## src/rtl/hash_rom_lookup_pkg.sv

```systemverilog
// Shared types and constants for the hash-table ROM lookup scheduler.
// Optional statistics counters are enabled with LOOKUP_SCHED_STATS_EN.
package hash_rom_lookup_pkg;

  localparam int RSP_DEPTH   = 2;
  localparam int ROM_LATENCY = 1;
  localparam int IDX_W       = 3;
  localparam int MAX_TAG_W   = 32;

  typedef struct packed {
    logic                 vld;
    logic [IDX_W-1:0]     req_idx;
    logic [MAX_TAG_W-1:0] tag;
  } issue_slot_t;

endpackage

```

## src/rtl/lookup_rsp_fifo.sv

```systemverilog
// Two-entry response buffer holding {data, tag} for one requester.
// Exposes occupancy so the scheduler can meter issue credits.
module lookup_rsp_fifo
  import hash_rom_lookup_pkg::*;
#(
  parameter int DWIDTH    = 16,
  parameter int TAG_WIDTH = 8
) (
  input  logic                 clk,
  input  logic                 rst,
  input  logic                 wr_en,
  input  logic [DWIDTH-1:0]    wr_data,
  input  logic [TAG_WIDTH-1:0] wr_tag,
  input  logic                 rd_ready,
  output logic                 rd_valid,
  output logic [DWIDTH-1:0]    rd_data,
  output logic [TAG_WIDTH-1:0] rd_tag,
  output logic [1:0]           occ
);

  localparam int EW = DWIDTH + TAG_WIDTH;

  logic [EW-1:0] mem_q [RSP_DEPTH];
  logic [EW-1:0] mem_d [RSP_DEPTH];
  logic          wr_ptr_q, wr_ptr_d;
  logic          rd_ptr_q, rd_ptr_d;
  logic [1:0]    occ_q, occ_d;
  logic          pop;
  logic [EW-1:0] head;

  assign pop = rd_ready && (occ_q != 2'd0);

  always_comb begin
    mem_d    = mem_q;
    wr_ptr_d = wr_ptr_q;
    rd_ptr_d = rd_ptr_q;
    if (wr_en) begin
      mem_d[wr_ptr_q] = {wr_data, wr_tag};
      wr_ptr_d        = ~wr_ptr_q;
    end
    if (pop) begin
      rd_ptr_d = ~rd_ptr_q;
    end
    occ_d = occ_q + 2'(wr_en) - 2'(pop);
  end

  always_ff @(posedge clk) begin
    if (rst) begin
      mem_q    <= '{default: '0};
      wr_ptr_q <= 1'b0;
      rd_ptr_q <= 1'b0;
      occ_q    <= 2'd0;
    end else begin
      mem_q    <= mem_d;
      wr_ptr_q <= wr_ptr_d;
      rd_ptr_q <= rd_ptr_d;
      occ_q    <= occ_d;
    end
  end

  // Zero the outputs when empty so stale entries never leak.
  assign rd_valid          = occ_q != 2'd0;
  assign head              = rd_valid ? mem_q[rd_ptr_q] : '0;
  assign {rd_data, rd_tag} = head;
  assign occ               = occ_q;

endmodule

```

## src/rtl/hash_rom_lookup_sched.sv

```systemverilog
// Round-robin scheduler sharing a dual-port hash ROM among requesters.
// Define LOOKUP_SCHED_STATS_EN to add lookup/stall counters.
module hash_rom_lookup_sched
  import hash_rom_lookup_pkg::*;
#(
  parameter int NUM_REQ   = 4,
  parameter int AWIDTH    = 15,
  parameter int DWIDTH    = 16,
  parameter int TAG_WIDTH = 8
) (
  input  logic                           clk,
  input  logic                           rst,
  input  logic [NUM_REQ-1:0]             req_valid,
  output logic [NUM_REQ-1:0]             req_ready,
  input  logic [NUM_REQ*AWIDTH-1:0]      req_addr,
  input  logic [NUM_REQ*TAG_WIDTH-1:0]   req_tag,
  output logic [NUM_REQ-1:0]             rsp_valid,
  input  logic [NUM_REQ-1:0]             rsp_ready,
  output logic [NUM_REQ*DWIDTH-1:0]      rsp_data,
  output logic [NUM_REQ*TAG_WIDTH-1:0]   rsp_tag,
  output logic [AWIDTH-1:0]              rom_address_a,
  output logic [AWIDTH-1:0]              rom_address_b,
  input  logic [DWIDTH-1:0]              rom_q_a,
  input  logic [DWIDTH-1:0]              rom_q_b
`ifdef LOOKUP_SCHED_STATS_EN
  ,
  output logic [31:0]                    stat_lookups,
  output logic [31:0]                    stat_stalls
`endif
);

  localparam int PW = (NUM_REQ > 1) ? $clog2(NUM_REQ) : 1;
  localparam int CW = $clog2(RSP_DEPTH + ROM_LATENCY + 1);

  issue_slot_t        slot_a_q, slot_a_d;
  issue_slot_t        slot_b_q, slot_b_d;
  logic [PW-1:0]      rr_ptr_q, rr_ptr_d;
  logic [NUM_REQ-1:0] elig;
  logic [NUM_REQ-1:0] inflight;
  logic [NUM_REQ-1:0] wr_sel_a, wr_sel_b;
  logic [NUM_REQ-1:0] gnt;
  logic [1:0]         occ [NUM_REQ];
  logic               gnt_a_vld, gnt_b_vld;
  logic [PW-1:0]      gnt_a_idx, gnt_b_idx;
  logic [PW-1:0]      ja;
  int                 j;
  logic               unused_tag_bits;

  function automatic logic [PW-1:0] nxt(input logic [PW-1:0] idx);
    return (idx == PW'(NUM_REQ - 1)) ? '0 : idx + PW'(1);
  endfunction

  // A requester owns the write slot the cycle after it was granted.
  always_comb begin
    wr_sel_a = '0;
    wr_sel_b = '0;
    inflight = '0;
    elig     = '0;
    for (int i = 0; i < NUM_REQ; i++) begin
      wr_sel_a[i] = slot_a_q.vld && (slot_a_q.req_idx == IDX_W'(i));
      wr_sel_b[i] = slot_b_q.vld && (slot_b_q.req_idx == IDX_W'(i));
      inflight[i] = wr_sel_a[i] || wr_sel_b[i];
      elig[i]     = req_valid[i] &&
                    ((CW'(occ[i]) + CW'(inflight[i])) < CW'(RSP_DEPTH));
    end
  end

  always_comb begin
    gnt_a_vld = 1'b0;
    gnt_a_idx = '0;
    gnt_b_vld = 1'b0;
    gnt_b_idx = '0;
    j         = 0;
    ja        = '0;
    for (int k = 0; k < NUM_REQ; k++) begin
      j = int'(rr_ptr_q) + k;
      if (j >= NUM_REQ) j = j - NUM_REQ;
      ja = PW'(j);
      if (!gnt_a_vld && elig[ja]) begin
        gnt_a_vld = 1'b1;
        gnt_a_idx = ja;
      end
    end
    for (int k = 1; k < NUM_REQ; k++) begin
      j = int'(gnt_a_idx) + k;
      if (j >= NUM_REQ) j = j - NUM_REQ;
      ja = PW'(j);
      if (gnt_a_vld && !gnt_b_vld && elig[ja]) begin
        gnt_b_vld = 1'b1;
        gnt_b_idx = ja;
      end
    end
    if (rst) begin
      gnt_a_vld = 1'b0;
      gnt_b_vld = 1'b0;
    end
  end

  always_comb begin
    gnt           = '0;
    rom_address_a = '0;
    rom_address_b = '0;
    slot_a_d      = '0;
    slot_b_d      = '0;
    slot_a_d.vld  = gnt_a_vld;
    slot_b_d.vld  = gnt_b_vld;
    slot_a_d.req_idx = IDX_W'(gnt_a_idx);
    slot_b_d.req_idx = IDX_W'(gnt_b_idx);
    for (int i = 0; i < NUM_REQ; i++) begin
      if (gnt_a_vld && (gnt_a_idx == PW'(i))) begin
        gnt[i]        = 1'b1;
        rom_address_a = req_addr[i*AWIDTH +: AWIDTH];
        slot_a_d.tag[TAG_WIDTH-1:0] = req_tag[i*TAG_WIDTH +: TAG_WIDTH];
      end
      if (gnt_b_vld && (gnt_b_idx == PW'(i))) begin
        gnt[i]        = 1'b1;
        rom_address_b = req_addr[i*AWIDTH +: AWIDTH];
        slot_b_d.tag[TAG_WIDTH-1:0] = req_tag[i*TAG_WIDTH +: TAG_WIDTH];
      end
    end
    rr_ptr_d = rr_ptr_q;
    if (gnt_b_vld)      rr_ptr_d = nxt(gnt_b_idx);
    else if (gnt_a_vld) rr_ptr_d = nxt(gnt_a_idx);
  end

  assign req_ready = gnt;

  always_ff @(posedge clk) begin
    if (rst) begin
      slot_a_q <= '0;
      slot_b_q <= '0;
      rr_ptr_q <= '0;
    end else begin
      slot_a_q <= slot_a_d;
      slot_b_q <= slot_b_d;
      rr_ptr_q <= rr_ptr_d;
    end
  end

  assign unused_tag_bits = ^{slot_a_q.tag, slot_b_q.tag};

  for (genvar i = 0; i < NUM_REQ; i++) begin : g_fifo
    logic [DWIDTH-1:0]    wd, fd;
    logic [TAG_WIDTH-1:0] wt, ft;
    assign wd = wr_sel_a[i] ? rom_q_a : rom_q_b;
    assign wt = wr_sel_a[i] ? slot_a_q.tag[TAG_WIDTH-1:0]
                            : slot_b_q.tag[TAG_WIDTH-1:0];
    lookup_rsp_fifo #(
      .DWIDTH   (DWIDTH),
      .TAG_WIDTH(TAG_WIDTH)
    ) u_fifo (
      .clk     (clk),
      .rst     (rst),
      .wr_en   (inflight[i]),
      .wr_data (wd),
      .wr_tag  (wt),
      .rd_ready(rsp_ready[i]),
      .rd_valid(rsp_valid[i]),
      .rd_data (fd),
      .rd_tag  (ft),
      .occ     (occ[i])
    );
    assign rsp_data[i*DWIDTH +: DWIDTH]       = fd;
    assign rsp_tag[i*TAG_WIDTH +: TAG_WIDTH]  = ft;
  end

`ifdef LOOKUP_SCHED_STATS_EN
  logic [31:0] stat_lookups_q, stat_lookups_d;
  logic [31:0] stat_stalls_q, stat_stalls_d;

  always_comb begin
    stat_lookups_d = stat_lookups_q + 32'(gnt_a_vld) + 32'(gnt_b_vld);
    stat_stalls_d  = stat_stalls_q + 32'(|(req_valid & ~gnt));
  end

  always_ff @(posedge clk) begin
    if (rst) begin
      stat_lookups_q <= '0;
      stat_stalls_q  <= '0;
    end else begin
      stat_lookups_q <= stat_lookups_d;
      stat_stalls_q  <= stat_stalls_d;
    end
  end

  assign stat_lookups = stat_lookups_q;
  assign stat_stalls  = stat_stalls_q;
`endif

endmodule

```

## config.mk

```make
export PLATFORM = sky130hd
export DESIGN_NAME = hash_rom_lookup_sched
export DESIGN_NICKNAME = d
export VERILOG_FILES = /design/src/rtl/hash_rom_lookup_pkg.sv /design/src/rtl/lookup_rsp_fifo.sv /design/src/rtl/hash_rom_lookup_sched.sv
export SDC_FILE = /design/constraint.sdc
export NUM_CORES = 1
export LEC_CHECK = 0
export ABC_AREA = 1
export BUFFER_PORTS_ARGS = -buffer_cell sky130_fd_sc_hd__buf_2
export CAP_MARGIN = 20
export CORE_MARGIN = 2
export CORE_UTILIZATION = 51
export CTS_CLUSTER_SIZE = 16
export DETAILED_ROUTE_END_ITERATION = 8
export PLACE_DENSITY = 0.78
export SLEW_MARGIN = 40
export SYNTH_ARGS = -nofsm -noshare
export SYNTH_HDL_FRONTEND = slang
export SYNTH_HIERARCHICAL = 1
export SYNTH_SLANG_ARGS = --single-unit
```

## constraint.sdc

```tcl
create_clock -name clk -period 4.6 [get_ports clk]
set_clock_uncertainty 0.15 [all_clocks]
set_input_delay 0.69 -clock clk [delete_from_list [all_inputs] [get_ports clk]]
set_output_delay 0.69 -clock clk [all_outputs]
set_load 0.01 [all_outputs]
```

==> metrics.yaml <==
core_um2: 25800
grtUsageTotal_pct: 31.7
nets: 2534
min_period_ns: 4.74
dp_worst_setup_slack_ns: -0.0480
critPathSlowestCell: "dfxtp_4"
portBuffers: 267
dpl-instance-area_um2: 14700
dp_hpwl_mm: 31.4
setup.worst_path.end_class: "output pin"
synth.net_count: 2315
hold_viol: 0
die_w_um: 166
cts_buffer_depth: 3
slew_violations: 0
min_path_type: "input port to flip-flop"
pin_count: 268
worst_path_largest_cell_delay_ns: 0.37
path_max_fanout: 8
die_h_um: 166
area_growth_pct: 21.0
ant_nets: 0
fillCellCount: 2464
setup_violations: 15
cp_top_family: "simple AND/OR/NAND/NOR gates"
first_iter_violations: 1521
vias: 15000
grt_start_max_net_pins: 52
path_clk_slew_ns: 0.06
antenna_found_initial: 2
violations: "negative setup slack"
wl_per_cell_um: 16.7
crit_top_cell: "nand2_2"
tns_ns: -1.59
vdd_drop_max_uv: 1640
htreeDepth: 1
globalplace.congestion: 0.941
drive_above_1_share_pct: 21.4
relSlewSlack_pct: 54.5
via_per_inst: 5.46
root_buffer: "clkbuf_16"
cts_buffers: 24
max_freq_ghz: 0.211
die_area_um2: 27400
holdBufCountCts: 0
rsz0062_at_grt: "yes"
start_util_pct: 51.5
status: "finished with violations"
critPathKind: "flip-flop to output pin"
final_util_pct: 62.4
arrival_ns: 3.90
final_cell_area_um2: 16100
seq_area_frac_synth_pct: 34.9
insertion_delay_ns: 0.52
grt_pass1_vias: 13600
ys_warn_count: 6
power.density_nw_per_um2: 1030
tightest_slew_ns: 0.682
synth_seq_cells: 232
setup_ws_ns: -0.137
start_kind: "flip-flop"
grt_pass1_wl_mm: 69.4
dr.pass1.iters: 6
rows: 59
leakagePower_uw: 0.00736
grt_remaining_overflow: 0
worstPathRequired_ns: 3.76
maxCapViolations: 0
drc_errors: 0
cts_tree: "built"
critPathBufInv: 5
finalCritPeriodShare_pct: 103
clkSinkCount: 232
syn_inst: 2165
wl_mm: 45.7
syn-cell-area_um2: 13300
syn_area_per_cell_um2: 6.15
synthDistinctLibCells: 32
area by class of cell:
cell class | instances | area [um^2] | share of cell area [%]
well taps | 335 | 419 | 2.60
repair buffers | 333 | 1950 | 12.1
flip-flops and latches | 232 | 4660 | 28.9
inverters | 182 | 711 | 4.41
clock buffers | 37 | 749 | 4.65
diodes | 4 | 10.0 | 0.0621
clock inverters | 5 | 65.1 | 0.404
multi-input cells | 1611 | 7540 | 46.8
worst reg2reg max path, cell delays in order, from the launching register on:
cell,delay (ns)
dfxtp_4,0.37
inv_4,0.07
nand3_4,0.08
nand2_4,0.10
nand3_4,0.07
nand4_1,0.15
nand2_2,0.09
o21ai_4,0.22
nand3_2,0.12
o21ai_2,0.14
nand2_2,0.09
ha_4,0.31
inv_4,0.05
nand3_2,0.07
nand2_2,0.07
a21oi_4,0.12
nor2b_4,0.20
nand2_2,0.08
nand2_4,0.09
inv_4,0.05
ha_4,0.19
buf_16,0.16
buf_4,0.20
nor2_1,0.12
nand4_1,0.10
nand2_1,0.10
nand2_1,0.06
a21oi_1,0.12
cells in the mapped netlist (all sizes together):
cell / number / area, um^2
nand2: 514 / 1990
nand3: 67 / 403
a21oi: 118 / 613
nor2b: 1 / 6.26
ha: 16 / 200
nand4: 50 / 319
o21a: 1 / 7.51
inv: 178 / 668
a31oi: 15 / 93.8
nor3: 15 / 75.1
xnor2: 1 / 8.76
clkbuf: 79 / 317
clkinv: 4 / 20.0
dfxtp: 232 / 4640
buf: 62 / 418
o311ai: 8 / 70.1
nor2: 470 / 1780
o21ai: 334 / 1680
flip-flops by register name, summed over array words and instances (netlist names):
signal                  count
slot_b_q                   11
g_fifo.u_fifo/rd_ptr_q      4
g_fifo.u_fifo/occ           8
slot_a_q                   11
g_fifo.u_fifo/mem_q       192
rr_ptr_q                    2
g_fifo.u_fifo/wr_ptr_q      4
worst paths after layout:
check | from | endpoint | slack (ns) | depth (start not counted)
hold / removal | req_tag[31] | slot_a_q[7] | 0.25 | 3
setup / recovery | slot_a_q[32] | rom_address_b[13] | -0.14 | 27
setup reg to reg | slot_a_q[32] | slot_b_q[7] | 0.80 | 27
hold reg to reg | g_fifo[3].u_fifo/mem_q[0] | g_fifo[3].u_fifo/mem_q[0] | 0.33 | 2
routing by layer:
metal  share of wire [%]  track usage [%]  vias to the layer above
met5                   0                0                        -
met1                  39             40.0                     6742
met3                 8.9             4.65                      116
met2                  48             53.8                      736
met4                 4.5             13.6                        0
li1                    -                -                     7373
cell families after synthesis:
family	count (synthesis)	share of synthesized area [%]
simple gates	1117	34.3
buf+inv	323	10.7
fa+ha+maj	16	1.50
xor+xnor	1	0.0658
flops	232	34.9
compound gates	476	18.5
placed cells by master, fill, tap and decap left out, types with 7 or more instances in the layout:
cell         n
clkbuf_8    10
nand2_1    473
dfxtp_1    223
nor2_4       9
nand2_4      7
nand3_1     46
inv_2       29
buf_4       55
nand2_2     35
a31oi_1     15
o21ai_0    308
o311ai_0     8
o21ai_1     23
inv_1      141
buf_2      265
ha_1        10
nand3_2     17
a21oi_1    116
clkbuf_16   26
nand4_1     49
buf_6        7
nor3_1      15
nor2_1     455
power breakdown:
part           internal [uW]  leakage [uW]  switching, uW
Combinational           4440       0.00506           7190
Clock                   1180      0.000405            804
Sequential              2590       0.00190            377
Total                   8200       0.00736           8370
stage by stage:
step           instances  total power, uW  hold slack (ns)
6_report            2739            16600            0.250
5_1_grt             2737            17800            0.272
4_1_cts             2722            15200            0.240
3_5_place_dp        2670            12300            0.320
3_3_place_gp        2670            12200            0.314
2_1_floorplan       2165             9420            0.304
repair_timing:
action / 4_1_cts / 5_1_grt
pin swaps: 15 / 30
gates resized for setup: 48 / 63
setup buffers: 9 / 7
gates cloned: 1 / 6
setup endpoints to repair: 19 / 34
(Power assumes the default switching activity.)
